==> src/rtl/arith_pkg.sv <==
// Shared arithmetic-unit definitions.
// Contents:
//   state_t          - sequencer states for the restoring divider
//   DEF_DIVIDEND_W   - default dividend/quotient width
//   DEF_DIVISOR_W    - default divisor/remainder width
//   DIVZ_QUOTIENT    - quotient reported on divide-by-zero (all ones)
package arith_pkg;

  typedef enum logic [1:0] {
    IDLE   = 2'd0,
    RUN    = 2'd1,
    DONE   = 2'd2,
    DONE_Z = 2'd3
  } state_t;

  localparam int DEF_DIVIDEND_W = 8;
  localparam int DEF_DIVISOR_W  = 4;

  localparam logic [DEF_DIVIDEND_W-1:0] DIVZ_QUOTIENT = '1;

endpackage

==> src/rtl/seq_divider_8x4_div_step.sv <==
// One combinational restoring-division iteration.
// Ports:
//   rem_in   - current partial remainder (DIVISOR_W+1 bits)
//   bit_in   - next dividend bit shifted into the remainder
//   divisor  - divisor
//   rem_out  - partial remainder after the trial subtraction/restore
//   q_bit    - quotient bit produced by this iteration
module div_step #(
  parameter int DIVISOR_W = 4
) (
  input  logic [DIVISOR_W:0]   rem_in,
  input  logic                 bit_in,
  input  logic [DIVISOR_W-1:0] divisor,
  output logic [DIVISOR_W:0]   rem_out,
  output logic                 q_bit
);

  logic [DIVISOR_W+1:0] shifted;
  logic [DIVISOR_W:0]   diff;
  logic                 fits;

  always_comb begin
    shifted = {rem_in, bit_in};
    // The shifted remainder is always < 2*divisor, so when the subtraction is
    // non-negative the difference fits in DIVISOR_W+1 bits.
    fits    = (shifted >= (DIVISOR_W+2)'(divisor));
    diff    = shifted[DIVISOR_W:0] - {1'b0, divisor};
    rem_out = fits ? diff : shifted[DIVISOR_W:0];
    q_bit   = fits;
  end

endmodule

==> src/rtl/seq_divider_8x4.sv <==
// Sequential restoring divider, one quotient bit per clock.
// Ports:
//   clk, rst     - clock (rising edge), asynchronous active-high reset
//   start        - division request, accepted only when idle
//   dividend     - unsigned dividend, captured on the accepted start edge
//   divisor      - unsigned divisor, captured on the accepted start edge
//   busy         - high while a division is in progress
//   done         - one-cycle pulse when quotient/remainder/div_by_zero update
//   quotient     - registered quotient (all ones on divide-by-zero)
//   remainder    - registered remainder (dividend low bits on divide-by-zero)
//   div_by_zero  - registered divide-by-zero flag
module seq_divider_8x4
  import arith_pkg::*;
#(
  parameter int DIVIDEND_W = DEF_DIVIDEND_W,
  parameter int DIVISOR_W  = DEF_DIVISOR_W
) (
  input  logic                  clk,
  input  logic                  rst,
  input  logic                  start,
  input  logic [DIVIDEND_W-1:0] dividend,
  input  logic [DIVISOR_W-1:0]  divisor,
  output logic                  busy,
  output logic                  done,
  output logic [DIVIDEND_W-1:0] quotient,
  output logic [DIVISOR_W-1:0]  remainder,
  output logic                  div_by_zero
);

  localparam int CNT_W = $clog2(DIVIDEND_W + 1);

  state_t state_reg, state_next;

  // dvd_reg starts as the dividend and fills with quotient bits from the LSB
  // as dividend bits leave through the MSB.
  logic [DIVIDEND_W-1:0] dvd_reg;
  logic [DIVISOR_W-1:0]  dvs_reg;
  logic [DIVISOR_W:0]    rem_reg;
  logic [CNT_W-1:0]      cnt_reg;

  logic [DIVIDEND_W-1:0] quotient_reg;
  logic [DIVISOR_W-1:0]  remainder_reg;
  logic                  div_by_zero_reg;
  logic                  done_reg;

  logic [DIVISOR_W:0]    step_rem;
  logic                  step_q;

  div_step #(
    .DIVISOR_W (DIVISOR_W)
  ) u_step (
    .rem_in  (rem_reg),
    .bit_in  (dvd_reg[DIVIDEND_W-1]),
    .divisor (dvs_reg),
    .rem_out (step_rem),
    .q_bit   (step_q)
  );

  // State register
  always_ff @(posedge clk or posedge rst) begin
    if (rst) begin
      state_reg <= IDLE;
    end else begin
      state_reg <= state_next;
    end
  end

  // Next-state logic
  always_comb begin
    state_next = state_reg;
    case (state_reg)
      IDLE: begin
        if (start) begin
          state_next = (divisor == '0) ? DONE_Z : RUN;
        end
      end
      RUN: begin
        if (cnt_reg == CNT_W'(1)) begin
          state_next = DONE;
        end
      end
      DONE:    state_next = IDLE;
      DONE_Z:  state_next = IDLE;
      default: state_next = IDLE;
    endcase
  end

  // Datapath and output registers. Results are published on the edge that
  // leaves DONE/DONE_Z, so done and the new values appear together.
  always_ff @(posedge clk or posedge rst) begin
    if (rst) begin
      dvd_reg         <= '0;
      dvs_reg         <= '0;
      rem_reg         <= '0;
      cnt_reg         <= '0;
      quotient_reg    <= '0;
      remainder_reg   <= '0;
      div_by_zero_reg <= 1'b0;
      done_reg        <= 1'b0;
    end else begin
      done_reg <= 1'b0;
      case (state_reg)
        IDLE: begin
          if (start) begin
            // Dividend is captured for the zero-divisor case as well, since
            // its low bits become the reported remainder.
            dvd_reg <= dividend;
            dvs_reg <= divisor;
            rem_reg <= '0;
            cnt_reg <= CNT_W'(DIVIDEND_W);
          end
        end
        RUN: begin
          rem_reg <= step_rem;
          dvd_reg <= {dvd_reg[DIVIDEND_W-2:0], step_q};
          cnt_reg <= cnt_reg - CNT_W'(1);
        end
        DONE: begin
          quotient_reg    <= dvd_reg;
          remainder_reg   <= rem_reg[DIVISOR_W-1:0];
          div_by_zero_reg <= 1'b0;
          done_reg        <= 1'b1;
        end
        DONE_Z: begin
          quotient_reg    <= '1;
          remainder_reg   <= dvd_reg[DIVISOR_W-1:0];
          div_by_zero_reg <= 1'b1;
          done_reg        <= 1'b1;
        end
        default: begin
          done_reg <= 1'b0;
        end
      endcase
    end
  end

  assign busy        = (state_reg != IDLE);
  assign done        = done_reg;
  assign quotient    = quotient_reg;
  assign remainder   = remainder_reg;
  assign div_by_zero = div_by_zero_reg;

endmodule

==> config.mk <==
export PLATFORM = sky130hd
export DESIGN_NAME = seq_divider_8x4
export DESIGN_NICKNAME = d
export VERILOG_FILES = /design/src/rtl/arith_pkg.sv /design/src/rtl/seq_divider_8x4_div_step.sv /design/src/rtl/seq_divider_8x4.sv
export SDC_FILE = /design/constraint.sdc
export NUM_CORES = 1
export LEC_CHECK = 0
export ABC_AREA = 0
export BUFFER_PORTS_ARGS = -buffer_cell sky130_fd_sc_hd__buf_2
export CORE_UTILIZATION = 40
export DETAILED_ROUTE_END_ITERATION = 10
export PLACE_DENSITY = 0.65
export SLEW_MARGIN = 25
export SYNTH_ARGS = -nofsm -noshare
export SYNTH_HDL_FRONTEND = slang
export SYNTH_SLANG_ARGS = --single-unit
==> constraint.sdc <==
create_clock -name clk -period 1.7 [get_ports clk]
set_input_delay 0.34 -clock clk [delete_from_list [all_inputs] [get_ports clk]]
set_output_delay 0.34 -clock clk [all_outputs]
set_load 0.01 [all_outputs]
; ---- Word-level counts from Yosys, hierarchy flattened
; Cells that the tools add are included.
[word_totals]
regBits = 37
wordCells = 42
in_bits = 15
[classes]
n_eq_ne = 6
n_addsub = 2
n_lt_le_gt_ge = 1
n_mux = 15
n_reduce_logical = 9
[op_table]
columns = operator, count
row1 = 8-bit case mux with 2 select lines, 2
row2 = 4-bit case mux with 2 select lines, 2
row3 = 5-bit two-way mux, 2
row4 = 5-bit case mux with 2 select lines, 1
row5 = 8-bit two-way mux, 1
row6 = 6-bit by 4-bit >= comparator with 1-bit output, 1
row7 = 2-bit two-way mux, 3
row8 = 2-bit case mux with 3 select lines, 1
row9 = 2-bit AND reduction, 3
row10 = 2-bit nonzero test, 3
row11 = 5-bit by 4-bit subtractor with 5-bit output, 1
row12 = "2-bit == test, second input constant", 2
row13 = "4-bit by 1-bit == test with 1-bit output, second input constant", 1
row14 = 4-bit logical NOT, 1
row15 = 4-bit two-way mux, 1
row16 = "2-bit != test, second input constant", 2
row17 = "4-bit by 1-bit subtractor with 4-bit output, second input constant", 1
row18 = "2-bit by 1-bit == test with 1-bit output, second input constant", 1
row19 = 2-bit logical NOT, 1
row20 = 1-bit case mux with 2 select lines, 1
row21 = 2-bit OR reduction, 1
row22 = 1-bit two-way mux, 1

; ---- Logic depth before layout (Yosys ltp)
[depth]
depth_word = 4
mapped_depth = 7
mapped_depth_nobuf = 7

; ---- Modules after synthesis
; A second synthesis with hierarchy kept.
[unflattened]
hier_cells = 167
area_unflattened_um2 = 1825.5
[by_module_without_submodules]
columns = module, area_per_inst_um2, cells_each, seq_area_each_um2, n_inst
row1 = seq_divider_8x4, 1591.5, 138, 925.9, 1
row2 = div_step, 234.0, 29, 0.0, 1

; ---- Worst setup path after synthesis
; OpenSTA, ideal clock, no wires.
[synth_timing]
path_type = register to register
startpoint = register dvs_reg[0]
endpoint = register rem_reg[2]
path_buffers = 0
setup_time_ns = 0.126
arrival_time_ns = 1.706
setup_slack_ns = -0.132
synth_period_minus_slack_ns = 1.832
path_stages_with_launch = 7
path_cell_list = dfrtp_1 -> ha_1 -> fa_1 -> nand2b_1 -> a21oi_2 -> nor2_1 -> a311o_1
[synth_via]
elab_chain_cells = 3
word_cells_on_any_way = 4
[synth_lines]
columns = element, line
row1 = "start, declared", seq_divider_8x4.sv:37  ; logic [DIVISOR_W-1:0] dvs_reg;
row2 = "start signal, assigned", seq_divider_8x4.sv:108  ; dvs_reg <= divisor;
row3 = 5-bit by 4-bit subtractor with 5-bit output / 6-bit by 4-bit >= comparator with 1-bit output (equally long branches), "seq_divider_8x4_div_step.sv:27, seq_divider_8x4_div_step.sv:26"
row4 = 5-bit two-way mux (*), seq_divider_8x4_div_step.sv:28  ; rem_out = fits ? diff : shifted[DIVISOR_W:0];
row5 = 5-bit case mux with 2 select lines (*), seq_divider_8x4.sv:102  ; case (state_reg)
row6 = "end signal, assigned", seq_divider_8x4.sv:114  ; rem_reg <= step_rem;
row7 = "end, declared", seq_divider_8x4.sv:38  ; logic [DIVISOR_W:0] rem_reg;
; Mark *: on every way between the ends. The rest lies on a longest branch, timed or not.
; A chain may end at the register's enable or synchronous reset.

; ---- Worst setup path after layout
[layout_timing]
startpoint = register dvd_reg[7]
endpoint = register rem_reg[2]
[layout_via]
elab_chain_cells = 3
word_cells_on_any_way = 4
[layout_lines]
columns = element, line
row1 = "start, declared", seq_divider_8x4.sv:36  ; logic [DIVIDEND_W-1:0] dvd_reg;
row2 = "start signal, assigned", seq_divider_8x4.sv:107  ; dvd_reg <= dividend;
row3 = "start signal, assigned", seq_divider_8x4.sv:115  ; dvd_reg <= {dvd_reg[DIVIDEND_W-2:0], step_q};
row4 = 5-bit by 4-bit subtractor with 5-bit output / 6-bit by 4-bit >= comparator with 1-bit output (equally long branches), "seq_divider_8x4_div_step.sv:27, seq_divider_8x4_div_step.sv:26"
row5 = 5-bit two-way mux (*), seq_divider_8x4_div_step.sv:28
row6 = 5-bit case mux with 2 select lines (*), seq_divider_8x4.sv:102
; Marked as above.

==> results.tsv <==
stage	metric	value	unit
job	maxCapViolCount	0	
synthesis	synth_edf_count	0	
floorplanning	core-area	4144	um2
routing	postRouteAntennaNets	0	
placed_design	dp_hpwl	2788	um
cts	cts_buffer_depth	2	
floorplanning	dieArea	4725	um2
cts	insertion_delay	0.29	ns
routing	firstDrtPassIters	4	
synthesis	syn_nets	208	
power_and_ir_drop	vdd_drop_max	0.9766	mV
synthesis	async_reset_ff_share	100.0	%
timing	relSlewSlack	67.33	%
setup_path	reg2reg_to	rem_reg[2]$_DFFE_PP0P_	
setup_path	path_buf_inv	1	
setup_path	path_delay_family	compound AO/OA/AOI/OAI gates	
layout	stdcell_area	2250	um2
power_and_ir_drop	power_density	2261	nW/um2
cts	path_clk_slew	0.07	ns
floorplanning	dieWidth	68.74	um
setup_path	regToRegSetupSlack	-0.05	ns
global_routing	grt_max_degree	38	
synthesis	syn_inst	186	
setup_path	path_class	reg -> reg	
floorplanning	io_pins	30	
cts	cts.sinks	37	
cts	tritoncts	done	
floorplanning	die_y	68.74	um
cts	h-tree-depth	2	
placed_design	dpl_cell_area	2087	um2
floorplanning	fp-row-count	23	
cts	cts_hold_buf	0	
status	violations	setup timing	
timing	clock_skew	0.01032	ns
synthesis	synth_cell_type_count	39	
layout	num-nets-final	252	
setup_path	ff2ff_path_depth	7	
status	status	complete, but fails checks	
global_routing	grt_overflow	0	
setup_path	cp-start-kind	flip-flop	
global_routing	grt_pass1_vias	1370	
timing	finalWorstSetupSlack	-0.05131	ns
setup_path	timing.critical_path.cells	inv_2 > ha_4 > fa_2 > nand2b_4 > a21o_1 > a221oi_2 > a311o_1	
power_and_ir_drop	leakagePower	1.069	nW
routing	routedWlPerCell	14.41	um
synthesis	synth_ff_type	dfrtp_1	
global_routing	grt_first_pass_wirelength	6506	um
setup_path	worstSetupPathDepth	7	
setup_path	crit_end	rem_reg[2]$_DFFE_PP0P_	
layout	n_antenna_cell	0	
setup_path	crit_start	dvd_reg[7]$_DFFE_PP0P_	
timing	finalCritPeriodShare	103.0	%
timing	fin_crit	1.751	ns
global_routing	antenna_found_initial	0	
setup_path	worstPathRequired	1.92	ns
timing	whs	0.1469	ns
timing	slew_viol_final	0	
timing	finalSetupViolations	2	
routing	drtIter0Drc	90	
timing	hold_viol_final	0	
timing	rsz0062_at_grt	yes	
synthesis	ys_ff_latch	37	
global_routing	grt.total_usage	19.91	%
synthesis	synth_area	1782	um2
routing	vias	1440	
cts	root_buffer	clkbuf_8	
synthesis	ys_warn_count	0	
routing	avgViaCountPerCell	5.143	
worst_hold_path	worstHoldPathType	in -> async	
layout	syn2layout_area_growth	26.26	%
placed_design	portBuffers	29	
setup_path	cp_max_fo	4	
setup_path	rr_startpoint	dvd_reg[7]$_DFFE_PP0P_	
setup_path	cp-end-kind	flip-flop	
setup_path	worst_path_max_delay_cell	dfrtp_1	
synthesis	syn_avg_cell_area	9.579	um2
cts	cts_buffers	5	
setup_path	worst_ep_arrival_time	1.97	ns
floorplanning	start_util	43.00	%
timing	worst_slew_pin_slew	0.4891	ns
setup_path	max_stage_delay	0.36	ns
routing	drcViolationCount	0	
synthesis	synth-seq-area-share	51.97	%
layout	layout-drive-gt1-share	30.00	%
routing	routed_wl	4036	um
timing	fmax	0.5710	GHz
placed_design	gp_congestion	0.8006	
placed_design	dp_slack	-0.1277	ns
[layout make-up]
cell class / instances / area (um2)
Tap cell: 50 / 62.56
Sequential cell: 37 / 927.1
Inverter: 10 / 37.54
Clock inverter: 2 / 35.03
Multi-Input combinational cell: 129 / 834.6
Timing Repair Buffer: 47 / 284.0
Fill cell: 390 / 1894
Clock buffer: 5 / 68.82
[cells in the mapped netlist (all sizes together), types with 2 or more instances]
master	instances	area, um2
a21oi	18	93.84
a22oi	6	45.04
and2	3	21.27
buf	7	43.79
clkbuf	3	11.26
dfrtp	37	925.9
ha	6	75.07
inv	10	37.54
mux2i	4	40.04
nand2	27	101.4
nand2b	2	12.51
nand3	2	10.01
nand4	2	12.51
nor2	28	105.1
nor3b	2	26.28
nor4	2	12.51
o21ai	9	45.04
xnor2	2	17.52
[worst reg2reg max path, stage by stage, from the launching register on]
cell      delay [ns]
dfrtp_1         0.36
inv_2           0.06
ha_4            0.16
fa_2            0.33
nand2b_4        0.17
a21o_1          0.21
a221oi_2        0.25
a311o_1         0.14
[kinds of logic (layout without fill, tap and decap cells)]
kind of cell             Yosys count  after routing  synth area share [%]
flip-flops                        37             37                 51.97
buffers and inverters             20             64                 5.197
multiplexers                       5              5                 2.879
adder cells (fa/ha/maj)            7              7                 5.337
XOR/XNOR                           3              3                 1.475
AO/OA/AOI/OAI                     43             43                 15.03
AND/OR/NAND/NOR                   71             71                 18.12
[worst min path at each step]
stage | cells after the start | startpoint | end
after global placement | 3 | rst | cnt_reg[2]$_DFFE_PP0P_
after global routing | 3 | rst | cnt_reg[0]$_DFFE_PP0P_
after detailed placement | 3 | rst | cnt_reg[3]$_DFFE_PP0P_
final | 3 | rst | cnt_reg[3]$_DFFE_PP0P_
after floorplan | 2 | divisor[0] | dvs_reg[0]$_DFFE_PP0P_
after CTS | 3 | rst | dvd_reg[3]$_DFFE_PP0P_
[per-stage QoR]
stage | setup TNS [ns] | total power (W) | util, % | std cells
2_1_floorplan | 0 | 0.003295 | - | 186
3_3_place_gp | -0.05445 | 0.004073 | 50.36 | 271
3_5_place_dp | -0.1860 | 0.004131 | 50.36 | 271
4_1_cts | -0.05770 | 0.004944 | 53.20 | 279
5_1_grt | -0.3788 | 0.005551 | 54.29 | 280
6_report | -0.06578 | 0.005086 | 54.29 | 280
[routing by layer]
metal	GRT usage, %	part of all wire (%)	vias to the layer above	routed length [um]
met5	0	0	-	0
met4	9.949	2.2	0	87
met3	7.072	4.4	8	177
met2	30.27	48	34	1918
met1	24.90	46	682	1852
li1	-	-	716	-
[cell usage in the layout, fill, tap and decap left out, types with 4 or more instances in the layout]
master	instances
nor2_1	27
mux2i_1	4
o21ai_0	8
nand2_1	27
dfrtp_1	36
buf_4	17
buf_2	29
inv_1	9
a22oi_1	6
a21oi_1	16
clkbuf_8	5
[repair_timing]
item | in CTS | in global routing
setup endpoints to repair | 4 | 6
gates resized for setup | 2 | 7
buffers inserted | 1 | 1
pin swaps | 4 | 7
gates cloned | 0 | 0
[power by group]
part           switching, W  internal [W]
Clock              0.000304      0.000426
Combinational       0.00143       0.00130
Sequential         0.000314       0.00132
No activity file was read; power rests on OpenSTA's default activity.
